### config.mk
export PLATFORM = sky130hd
export DESIGN_NAME = mips_mc_ctrl_flat
export DESIGN_NICKNAME = d
export VERILOG_FILES = /design/src/rtl/mips_mc_ctrl_pkg.sv /design/src/rtl/mips_mc_ctrl_if.sv /design/src/rtl/mips_mc_ctrl_wait_timer.sv /design/src/rtl/mips_mc_ctrl.sv /design/src/flat_wrapper.sv
export SDC_FILE = /design/constraint.sdc
export NUM_CORES = 1
export LEC_CHECK = 0
export CELL_PAD_IN_SITES_DETAIL_PLACEMENT = 1
export CELL_PAD_IN_SITES_GLOBAL_PLACEMENT = 1
export CORE_ASPECT_RATIO = 0.8
export CORE_MARGIN = 2
export CORE_UTILIZATION = 36
export DETAILED_ROUTE_END_ITERATION = 16
export GPL_ROUTABILITY_DRIVEN = 0
export HOLD_SLACK_MARGIN = 0.06
export PLACE_DENSITY_LB_ADDON = 0.1
export SLEW_MARGIN = 0
export SYNTH_ARGS = -nofsm -noshare
export SYNTH_HDL_FRONTEND = slang
export SYNTH_HIERARCHICAL = 1
export SYNTH_SLANG_ARGS = --single-unit
### constraint.sdc
create_clock -name clk_i -period 3.2 [get_ports clk_i]
set_input_delay 0.48 -clock clk_i [delete_from_list [all_inputs] [get_ports clk_i]]
set_output_delay 0.48 -clock clk_i [all_outputs]
set_load 0.05 [all_outputs]
### src/rtl/mips_mc_ctrl_pkg.sv
// Shared types for the multi-cycle MIPS sequencer: state encoding, latched
// decoder fields and next-PC select encodings.
package mips_mc_ctrl_pkg;

    localparam int unsigned SW = 3;

    typedef enum logic [SW-1:0] {
        StFetch  = 3'd0,
        StDecode = 3'd1,
        StExec   = 3'd2,
        StMem    = 3'd3,
        StAddm   = 3'd4,
        StWb     = 3'd5,
        StHalt   = 3'd6
    } state_e;

    // Next-PC select as produced by mips_decode.
    typedef enum logic [1:0] {
        CtSeq    = 2'd0,
        CtBranch = 2'd1,
        CtJump   = 2'd2,
        CtJreg   = 2'd3
    } ctrl_type_e;

    // Decoder outputs captured in DECODE and held for the rest of the instruction.
    typedef struct packed {
        logic       mem_read;
        logic       word_we;
        logic       byte_we;
        logic       addm;
        logic       writeenable;
        ctrl_type_e control_type;
    } ctrl_t;

    function automatic logic is_store(input ctrl_t c);
        return c.word_we | c.byte_we;
    endfunction

endpackage

### src/rtl/mips_mc_ctrl_if.sv
// Handshake and control bundle between the sequencer and its surroundings
// (decoder, memories, datapath strobes).
interface mips_mc_ctrl_if;
    import mips_mc_ctrl_pkg::*;

    logic          imem_ready;
    logic          dmem_ready;
    logic          mem_read;
    logic          word_we;
    logic          byte_we;
    logic          addm;
    logic          writeenable;
    logic          except;
    logic [1:0]    control_type;

    logic          imem_req;
    logic          ir_we;
    logic          dmem_req;
    logic          dmem_we;
    logic          addm_phase;
    logic          rf_we;
    logic          pc_we;
    logic [1:0]    pc_sel;
    logic          halted;
    logic          timeout_err;
    logic [SW-1:0] state;

    modport master (
        input  imem_ready, dmem_ready, mem_read, word_we, byte_we, addm, writeenable, except,
               control_type,
        output imem_req, ir_we, dmem_req, dmem_we, addm_phase, rf_we, pc_we, pc_sel, halted,
               timeout_err, state
    );

    modport slave (
        output imem_ready, dmem_ready, mem_read, word_we, byte_we, addm, writeenable, except,
               control_type,
        input  imem_req, ir_we, dmem_req, dmem_we, addm_phase, rf_we, pc_we, pc_sel, halted,
               timeout_err, state
    );

endinterface

### src/rtl/mips_mc_ctrl_wait_timer.sv
// Memory wait counter shared by the instruction-fetch and data-access waits.
// Any cycle that is not a wait clears it, so each FETCH/MEM entry starts at 0.
module mips_mc_ctrl_wait_timer #(
    parameter int unsigned TIMEOUT = 16
) (
    input  logic clk_i,
    input  logic reset_ni,
    input  logic wait_i,
    output logic expired_o
);
    localparam int unsigned CntW = (TIMEOUT > 2) ? $clog2(TIMEOUT) : 1;
    localparam logic [CntW-1:0] CntMax = CntW'(TIMEOUT - 1);

    logic [CntW-1:0] cnt_q, cnt_d;

    assign expired_o = (cnt_q == CntMax);

    // Count waiting cycles, saturating at the limit; clear otherwise.
    always_comb begin
        cnt_d = '0;
        if (wait_i) begin
            cnt_d = expired_o ? cnt_q : cnt_q + CntW'(1);
        end
    end

    // Counter register.
    always_ff @(posedge clk_i or negedge reset_ni) begin
        if (!reset_ni) begin
            cnt_q <= '0;
        end else begin
            cnt_q <= cnt_d;
        end
    end

endmodule

### src/rtl/mips_mc_ctrl.sv
// Multi-cycle sequencer: FETCH, DECODE, EXEC, optional MEM/ADDM, WB, with
// variable-latency memory handshakes and a sticky HALT on exception or timeout.
module mips_mc_ctrl
    import mips_mc_ctrl_pkg::*;
#(
    parameter int unsigned TIMEOUT = 16
) (
    input logic            clk_i,
    input logic            reset_ni,
    mips_mc_ctrl_if.master bus_io
);
    state_e state_q, state_d;
    ctrl_t  ctrl_q, ctrl_d;
    logic   timeout_err_q, timeout_err_d;
    logic   mem_wait, expired, timeout;

    assign mem_wait = ((state_q == StFetch) && !bus_io.imem_ready) ||
                      ((state_q == StMem) && !bus_io.dmem_ready);
    // Ready wins over the timeout because mem_wait is already low when ready is high.
    assign timeout  = mem_wait & expired;

    mips_mc_ctrl_wait_timer #(
        .TIMEOUT (TIMEOUT)
    ) u_wait_timer (
        .clk_i     (clk_i),
        .reset_ni  (reset_ni),
        .wait_i    (mem_wait),
        .expired_o (expired)
    );

    // State register.
    always_ff @(posedge clk_i or negedge reset_ni) begin
        if (!reset_ni) begin
            state_q <= StFetch;
        end else begin
            state_q <= state_d;
        end
    end

    // Latched decoder fields and sticky timeout flag.
    always_ff @(posedge clk_i or negedge reset_ni) begin
        if (!reset_ni) begin
            ctrl_q        <= '0;
            timeout_err_q <= 1'b0;
        end else begin
            ctrl_q        <= ctrl_d;
            timeout_err_q <= timeout_err_d;
        end
    end

    // Next-state and field-capture logic.
    always_comb begin
        state_d       = state_q;
        ctrl_d        = ctrl_q;
        timeout_err_d = timeout_err_q | timeout;
        case (state_q)
            StFetch: begin
                if (bus_io.imem_ready) begin
                    state_d = StDecode;
                end else if (timeout) begin
                    state_d = StHalt;
                end
            end
            StDecode: begin
                ctrl_d.mem_read     = bus_io.mem_read;
                ctrl_d.word_we      = bus_io.word_we;
                ctrl_d.byte_we      = bus_io.byte_we;
                ctrl_d.addm         = bus_io.addm;
                ctrl_d.writeenable  = bus_io.writeenable;
                ctrl_d.control_type = ctrl_type_e'(bus_io.control_type);
                state_d             = bus_io.except ? StHalt : StExec;
            end
            StExec: begin
                state_d = (ctrl_q.mem_read || is_store(ctrl_q)) ? StMem : StWb;
            end
            StMem: begin
                if (bus_io.dmem_ready) begin
                    state_d = ctrl_q.addm ? StAddm : StWb;
                end else if (timeout) begin
                    state_d = StHalt;
                end
            end
            StAddm:  state_d = StWb;
            StWb:    state_d = StFetch;
            StHalt:  state_d = StHalt;
            default: state_d = StHalt;
        endcase
    end

    // Outputs decoded from registered state; forced low while reset is held.
    always_comb begin
        bus_io.imem_req    = 1'b0;
        bus_io.ir_we       = 1'b0;
        bus_io.dmem_req    = 1'b0;
        bus_io.dmem_we     = 1'b0;
        bus_io.addm_phase  = 1'b0;
        bus_io.rf_we       = 1'b0;
        bus_io.pc_we       = 1'b0;
        bus_io.pc_sel      = CtSeq;
        bus_io.halted      = 1'b0;
        bus_io.timeout_err = 1'b0;
        bus_io.state       = '0;
        if (reset_ni) begin
            bus_io.state       = state_q;
            bus_io.timeout_err = timeout_err_q;
            case (state_q)
                StFetch: begin
                    bus_io.imem_req = 1'b1;
                    bus_io.ir_we    = bus_io.imem_ready;
                end
                StMem: begin
                    bus_io.dmem_req = 1'b1;
                    bus_io.dmem_we  = is_store(ctrl_q);
                end
                StAddm: bus_io.addm_phase = 1'b1;
                StWb: begin
                    bus_io.pc_we  = 1'b1;
                    bus_io.pc_sel = ctrl_q.control_type;
                    bus_io.rf_we  = ctrl_q.writeenable & ~is_store(ctrl_q);
                end
                StHalt:  bus_io.halted = 1'b1;
                default: ;
            endcase
        end
    end

endmodule

### src/flat_wrapper.sv
// flat-port wrapper written by rule: the top's interface ports become plain ports
module mips_mc_ctrl_flat import mips_mc_ctrl_pkg::*;
#(
    parameter int unsigned TIMEOUT = 16
)
  (clk_i, reset_ni, bus_io_imem_ready, bus_io_dmem_ready, bus_io_mem_read, bus_io_word_we, bus_io_byte_we, bus_io_addm, bus_io_writeenable, bus_io_except, bus_io_control_type, bus_io_imem_req, bus_io_ir_we, bus_io_dmem_req, bus_io_dmem_we, bus_io_addm_phase, bus_io_rf_we, bus_io_pc_we, bus_io_pc_sel, bus_io_halted, bus_io_timeout_err, bus_io_state);
  mips_mc_ctrl_if bus_io_i ();
  input logic clk_i;
  input logic reset_ni;
  input wire logic [$bits(bus_io_i.imem_ready)-1:0] bus_io_imem_ready;
  input wire logic [$bits(bus_io_i.dmem_ready)-1:0] bus_io_dmem_ready;
  input wire logic [$bits(bus_io_i.mem_read)-1:0] bus_io_mem_read;
  input wire logic [$bits(bus_io_i.word_we)-1:0] bus_io_word_we;
  input wire logic [$bits(bus_io_i.byte_we)-1:0] bus_io_byte_we;
  input wire logic [$bits(bus_io_i.addm)-1:0] bus_io_addm;
  input wire logic [$bits(bus_io_i.writeenable)-1:0] bus_io_writeenable;
  input wire logic [$bits(bus_io_i.except)-1:0] bus_io_except;
  input wire logic [$bits(bus_io_i.control_type)-1:0] bus_io_control_type;
  output wire logic [$bits(bus_io_i.imem_req)-1:0] bus_io_imem_req;
  output wire logic [$bits(bus_io_i.ir_we)-1:0] bus_io_ir_we;
  output wire logic [$bits(bus_io_i.dmem_req)-1:0] bus_io_dmem_req;
  output wire logic [$bits(bus_io_i.dmem_we)-1:0] bus_io_dmem_we;
  output wire logic [$bits(bus_io_i.addm_phase)-1:0] bus_io_addm_phase;
  output wire logic [$bits(bus_io_i.rf_we)-1:0] bus_io_rf_we;
  output wire logic [$bits(bus_io_i.pc_we)-1:0] bus_io_pc_we;
  output wire logic [$bits(bus_io_i.pc_sel)-1:0] bus_io_pc_sel;
  output wire logic [$bits(bus_io_i.halted)-1:0] bus_io_halted;
  output wire logic [$bits(bus_io_i.timeout_err)-1:0] bus_io_timeout_err;
  output wire logic [$bits(bus_io_i.state)-1:0] bus_io_state;
  assign bus_io_i.imem_ready = bus_io_imem_ready;
  assign bus_io_i.dmem_ready = bus_io_dmem_ready;
  assign bus_io_i.mem_read = bus_io_mem_read;
  assign bus_io_i.word_we = bus_io_word_we;
  assign bus_io_i.byte_we = bus_io_byte_we;
  assign bus_io_i.addm = bus_io_addm;
  assign bus_io_i.writeenable = bus_io_writeenable;
  assign bus_io_i.except = bus_io_except;
  assign bus_io_i.control_type = bus_io_control_type;
  assign bus_io_imem_req = bus_io_i.imem_req;
  assign bus_io_ir_we = bus_io_i.ir_we;
  assign bus_io_dmem_req = bus_io_i.dmem_req;
  assign bus_io_dmem_we = bus_io_i.dmem_we;
  assign bus_io_addm_phase = bus_io_i.addm_phase;
  assign bus_io_rf_we = bus_io_i.rf_we;
  assign bus_io_pc_we = bus_io_i.pc_we;
  assign bus_io_pc_sel = bus_io_i.pc_sel;
  assign bus_io_halted = bus_io_i.halted;
  assign bus_io_timeout_err = bus_io_i.timeout_err;
  assign bus_io_state = bus_io_i.state;
  mips_mc_ctrl #(.TIMEOUT(TIMEOUT)) u_core (.clk_i(clk_i), .reset_ni(reset_ni), .bus_io(bus_io_i));
endmodule
# Yosys cells after proc, flatten, opt, wreduce, memory -nomap -nowiden
# Index checks and enable logic that the tools add are counted.
# word_totals
ff_bits	15
latchBits	0
ram_bits	0
romBits	0
out_inout_bits	14
n_memories	0
# op_classes
addsub	1
multipliers	0
div_mod_pow	0
order_cmp	0
eq_ne	8
shift	0
mux	29
n_bitwise	5
n_reduce_logical	7
# op_table
cell	count
1-bit 2-to-1 mux	18
3-bit 2-to-1 mux	6
3-bit case mux with 6 select lines	1
3-bit equality test, second input constant	3
4-bit 2-to-1 mux	2
3-bit by 2-bit equality test with 1-bit output, second input constant	2
4-bit by 1-bit adder with 4-bit output, second input constant	1
4-bit equality test, second input constant	1
2-bit 2-to-1 mux	2
3-bit by 1-bit equality test with 1-bit output, second input constant	1
3-bit zero test	1
1-bit bitwise AND	2
1-bit logical AND	2
1-bit zero test	2
1-bit logical OR	2
2-bit != test, second input constant	1
1-bit bitwise OR	2
1-bit NOT	1

# Longest topological paths before layout
# depth
depth_word	7
ltp_mapped	6

# By module
# Netlist, hierarchy kept.
# by_module_without_submodules
mod	instances	cells_each	area_each_um2	seq_area_each_um2
mips_mc_ctrl	1	64	630.6	275.3
mips_mc_ctrl_wait_timer	1	20	212.7	100.1

# Least setup slack after synthesis
# No wires, ideal clock.
# synth_path
kind	reg-to-output
start	register u_core.state_q[1]
end	output bus_io_ir_we
arrival_time_ps	2896
required_ps	2720
setup_slack_ps	-176
path_stages_with_launch	4
path_buffers	1
path_cell_list	dfrtp_1 buf_2 nor4b_1 and2_1
# synth_via
elab_chain_len	3
# synth_rtl
item	line	source
start: declaration	mips_mc_ctrl.sv:12	state_e state_q, state_d;
start signal: assignment	mips_mc_ctrl.sv:34	state_q <= StFetch;
start signal: assignment	mips_mc_ctrl.sv:36	state_q <= state_d;
3-bit zero test	mips_mc_ctrl.sv:106	case (state_q)
1-bit 2-to-1 mux	mips_mc_ctrl.sv:106	
1-bit 2-to-1 mux	mips_mc_ctrl.sv:103	if (reset_ni) begin
end: declaration	flat_wrapper.sv:20	output wire logic [$bits(bus_io_i.ir_we)-1:0] bus_io_ir_we;
# No other way between the ends.

# Final worst setup path
# layout_path
start	register u_core.state_q[0]
end	output bus_io_rf_we
# layout_via
elab_chain_len	3
# layout_rtl
item	line	source
3-bit equality test	mips_mc_ctrl.sv:106	
1-bit 2-to-1 mux	mips_mc_ctrl.sv:106	
1-bit 2-to-1 mux	mips_mc_ctrl.sv:103	
end: declaration	flat_wrapper.sv:24	output wire logic [$bits(bus_io_i.rf_we)-1:0] bus_io_rf_we;
# No other way between the ends.

==> impl_metrics.tcl <==
set metrics [dict create \
    status "finished, final reports clean" \
    multi_input_area_um2 432.9 \
    cp_max_fo 17 \
    clockBufferDepth 2 \
    ys_ff_latch 15 \
    ant_nets 0 \
    drt-initial-drc-count 16 \
    yosysSeqAreaShare_pct 44.51 \
    vdd_drop_max_v 0.0005098 \
    synth_cell_type_count 29 \
    max_slew_margin_pct 61.59 \
    worstPathRequired_ns 2.72 \
    drt-pass1-iter-count 4 \
    hpwl_um 1558 \
    postCtsHoldBufs 0 \
    worst_pin_slew_ns 0.5718 \
    p_leak_uw 0.0005411 \
    final_common_cell "dfrtp_1" \
    cts_made_buffers 3 \
    dpl_cell_area_um2 1190 \
    drive_gt1_share_pct 27.27 \
    synth_top_cells_by_area "dfrtp_1 45%, mux2_2 11%, and2_1 4.5%, nor2b_1 3.0%, mux2i_1 2.4%" \
    syn_area_per_cell_um2 10.04 \
    rows 15 \
    hold_path_class "flop to flop" \
    routed_via_density 5.341 \
    synthToLayoutAreaGrowth_pct 44.36 \
    core-area_um2 2177 \
    totalWireLength_um 2097 \
    drv_cap 0 \
    top_layer "met4" \
    dr_wl_met3_um 100 \
    fillers 236 \
    num_io_pins 26 \
    worstSetupPathType "flop to primary output" \
    hold_viol 0 \
    n_antenna_cell 0 \
    cts_resized 0 \
    nets 124 \
    end_kind "primary output" \
    die_y_um 47.29 \
    start_util_pct 38.74 \
    fmax_ghz 0.4019 \
    antenna_found_initial 0 \
    p_per_area_nw_per_um2 743.2 \
    final_area_um2 1217 \
    grt-ovfl-total 0 \
    min_period_ns 2.488 \
    yosysTopAreaCell "dfrtp_1" \
    drc 0 \
    yosys_warnings 6 \
    io_buffers 25 \
    grt_pass1_vias 709 \
    die_w_um 58.11 \
    worstPathArrival_ns 2.01 \
    cts_tree "yes" \
    cts_max_level 1 \
    post_cts_buffers 0 \
    clkTransAtPathRegs_ns 0.09 \
    wl_met2_um 1014 \
    wirelength_met1_um 969 \
    fin_skew_ns 0.002068 \
    clock_latency_ns 0.28 \
    die-area_um2 2748 \
    synthCells 84 \
    grt_max_degree 21 \
    via_count 721 \
    cts_root_buf "clkbuf_4" \
    grt_pass1_wl_um 3450 \
    grtUsageTotal_pct 17.44 \
    cp-start-kind "flop" \
    mostFrequentLayoutCells "15 x dfrtp_1, 11 x clkdlybuf4s50_1, 9 x buf_12" \
    seq_area_um2 375.4 \
    final.period_utilization_pct 77.75 \
    wl_per_cell_um 15.53 \
    rsz0062_at_grt "no" \
    clock_sinks 15 \
    synth_top_area_share_pct 44.51 \
    synthesis.area_um2 843.3 \
    setup_violations 0 \
    synth_nets 97 \
    setup_tns_ns 0 \
    slew_violations 0 \
]
logic make-up after synthesis:
group                      synth area share [%]
adders and majority gates                 1.483
AOI/OAI and AO/OA                         10.09
buffers and inverters                     4.895
and+or+nand+nor                           25.97
DFF                                       44.51
muxes                                     13.06
routing by layer:
metal | track usage [%] | up-vias
li1 | - | 350
met1 | 21.22 | 349
met2 | 30.68 | 20
met3 | 5.785 | 2
met4 | 4.186 | 0
met5 | 0 | -
synth_stat cells, drive strengths merged:
cell and instances:
and3 3, dfrtp 15, nor4b 1, nor2 5, or4 1, nor3 4
nand3 2, o211ai 1, o211a 1, nand2b 3, a31o 1, mux2i 2
and2 6, a2bb2oi 1, nor3b 2, nand2 5, o21ai 4, nor2b 4
and3b 1, ha 1, a21oi 3, inv 4, a32oi 1, a31oi 1
mux2 8, buf 4
metrics by stage:
| stage | setup WS, ns | cells | power [uW] | hold slack [ns] | util, % |
|---|---|---|---|---|---|
| floorplan | 0.3335 | 84 | 636.9 | 0.1844 | - |
| global placement | 0.7510 | 131 | 777.1 | 0.4440 | 54.66 |
| detailed placement | 0.7100 | 131 | 797.6 | 0.4606 | 54.66 |
| CTS | 0.7034 | 135 | 913.1 | 0.4831 | 55.92 |
| global route | 0.5426 | 135 | 968.4 | 0.5077 | 55.92 |
| finish | 0.7120 | 135 | 904.8 | 0.4742 | 55.92 |
sequential cells by signal (all words and copies together) (netlist names):
name	count
u_core/timeout_err_q	1
u_core/state_q	3
u_core/ctrl_q	7
u_core/u_wait_timer/cnt_q	4
path summary, 6_finish.rpt:
kind | startpoint | end | slack, ns | cells past startpoint
max | u_core/state_q[0]$_DFF_PN0_ | bus_io_rf_we | 0.71 | 4
min | u_core/timeout_err_q$_DFF_PN0_ | u_core/timeout_err_q$_DFF_PN0_ | 0.47 | 1
max reg2reg | u_core/state_q[0]$_DFF_PN0_ | u_core/u_wait_timer/cnt_q[2]$_DFFE_PN0P_ | 1.48 | 5
min reg2reg | u_core/timeout_err_q$_DFF_PN0_ | u_core/timeout_err_q$_DFF_PN0_ | 0.47 | 1
max in group asynchronous | reset_ni | u_core/ctrl_q[2]$_DFFE_PN0P_ | 2.45 | 2
min in group asynchronous | reset_ni | u_core/ctrl_q[1]$_DFFE_PN0P_ | 0.56 | 2
power by group:
group	internal [uW]	total (uW)	switching (uW)
Sequential	258	368	110
Combinational	206	430	224
Clock	46.4	107	60.4
Total	511	905	394
cell type report:
type                    count  share of cell area [%]
multi-input cells          61                   35.56
clock buffers               3                   1.850
repair buffers             26                   27.54
inverters                   4                   1.233
flip-flops and latches     15                   30.83
well taps                  25                   2.569
clock inverters             1                  0.4111
worst max-delay path, cell delays in order, from the launching register on:
cell and delay (ns):
dfrtp_1 0.68, nand2_1 0.13, nor3_1 0.47, and3_1 0.29
buf_12 0.14
Power figures use the tool's default switching activity.
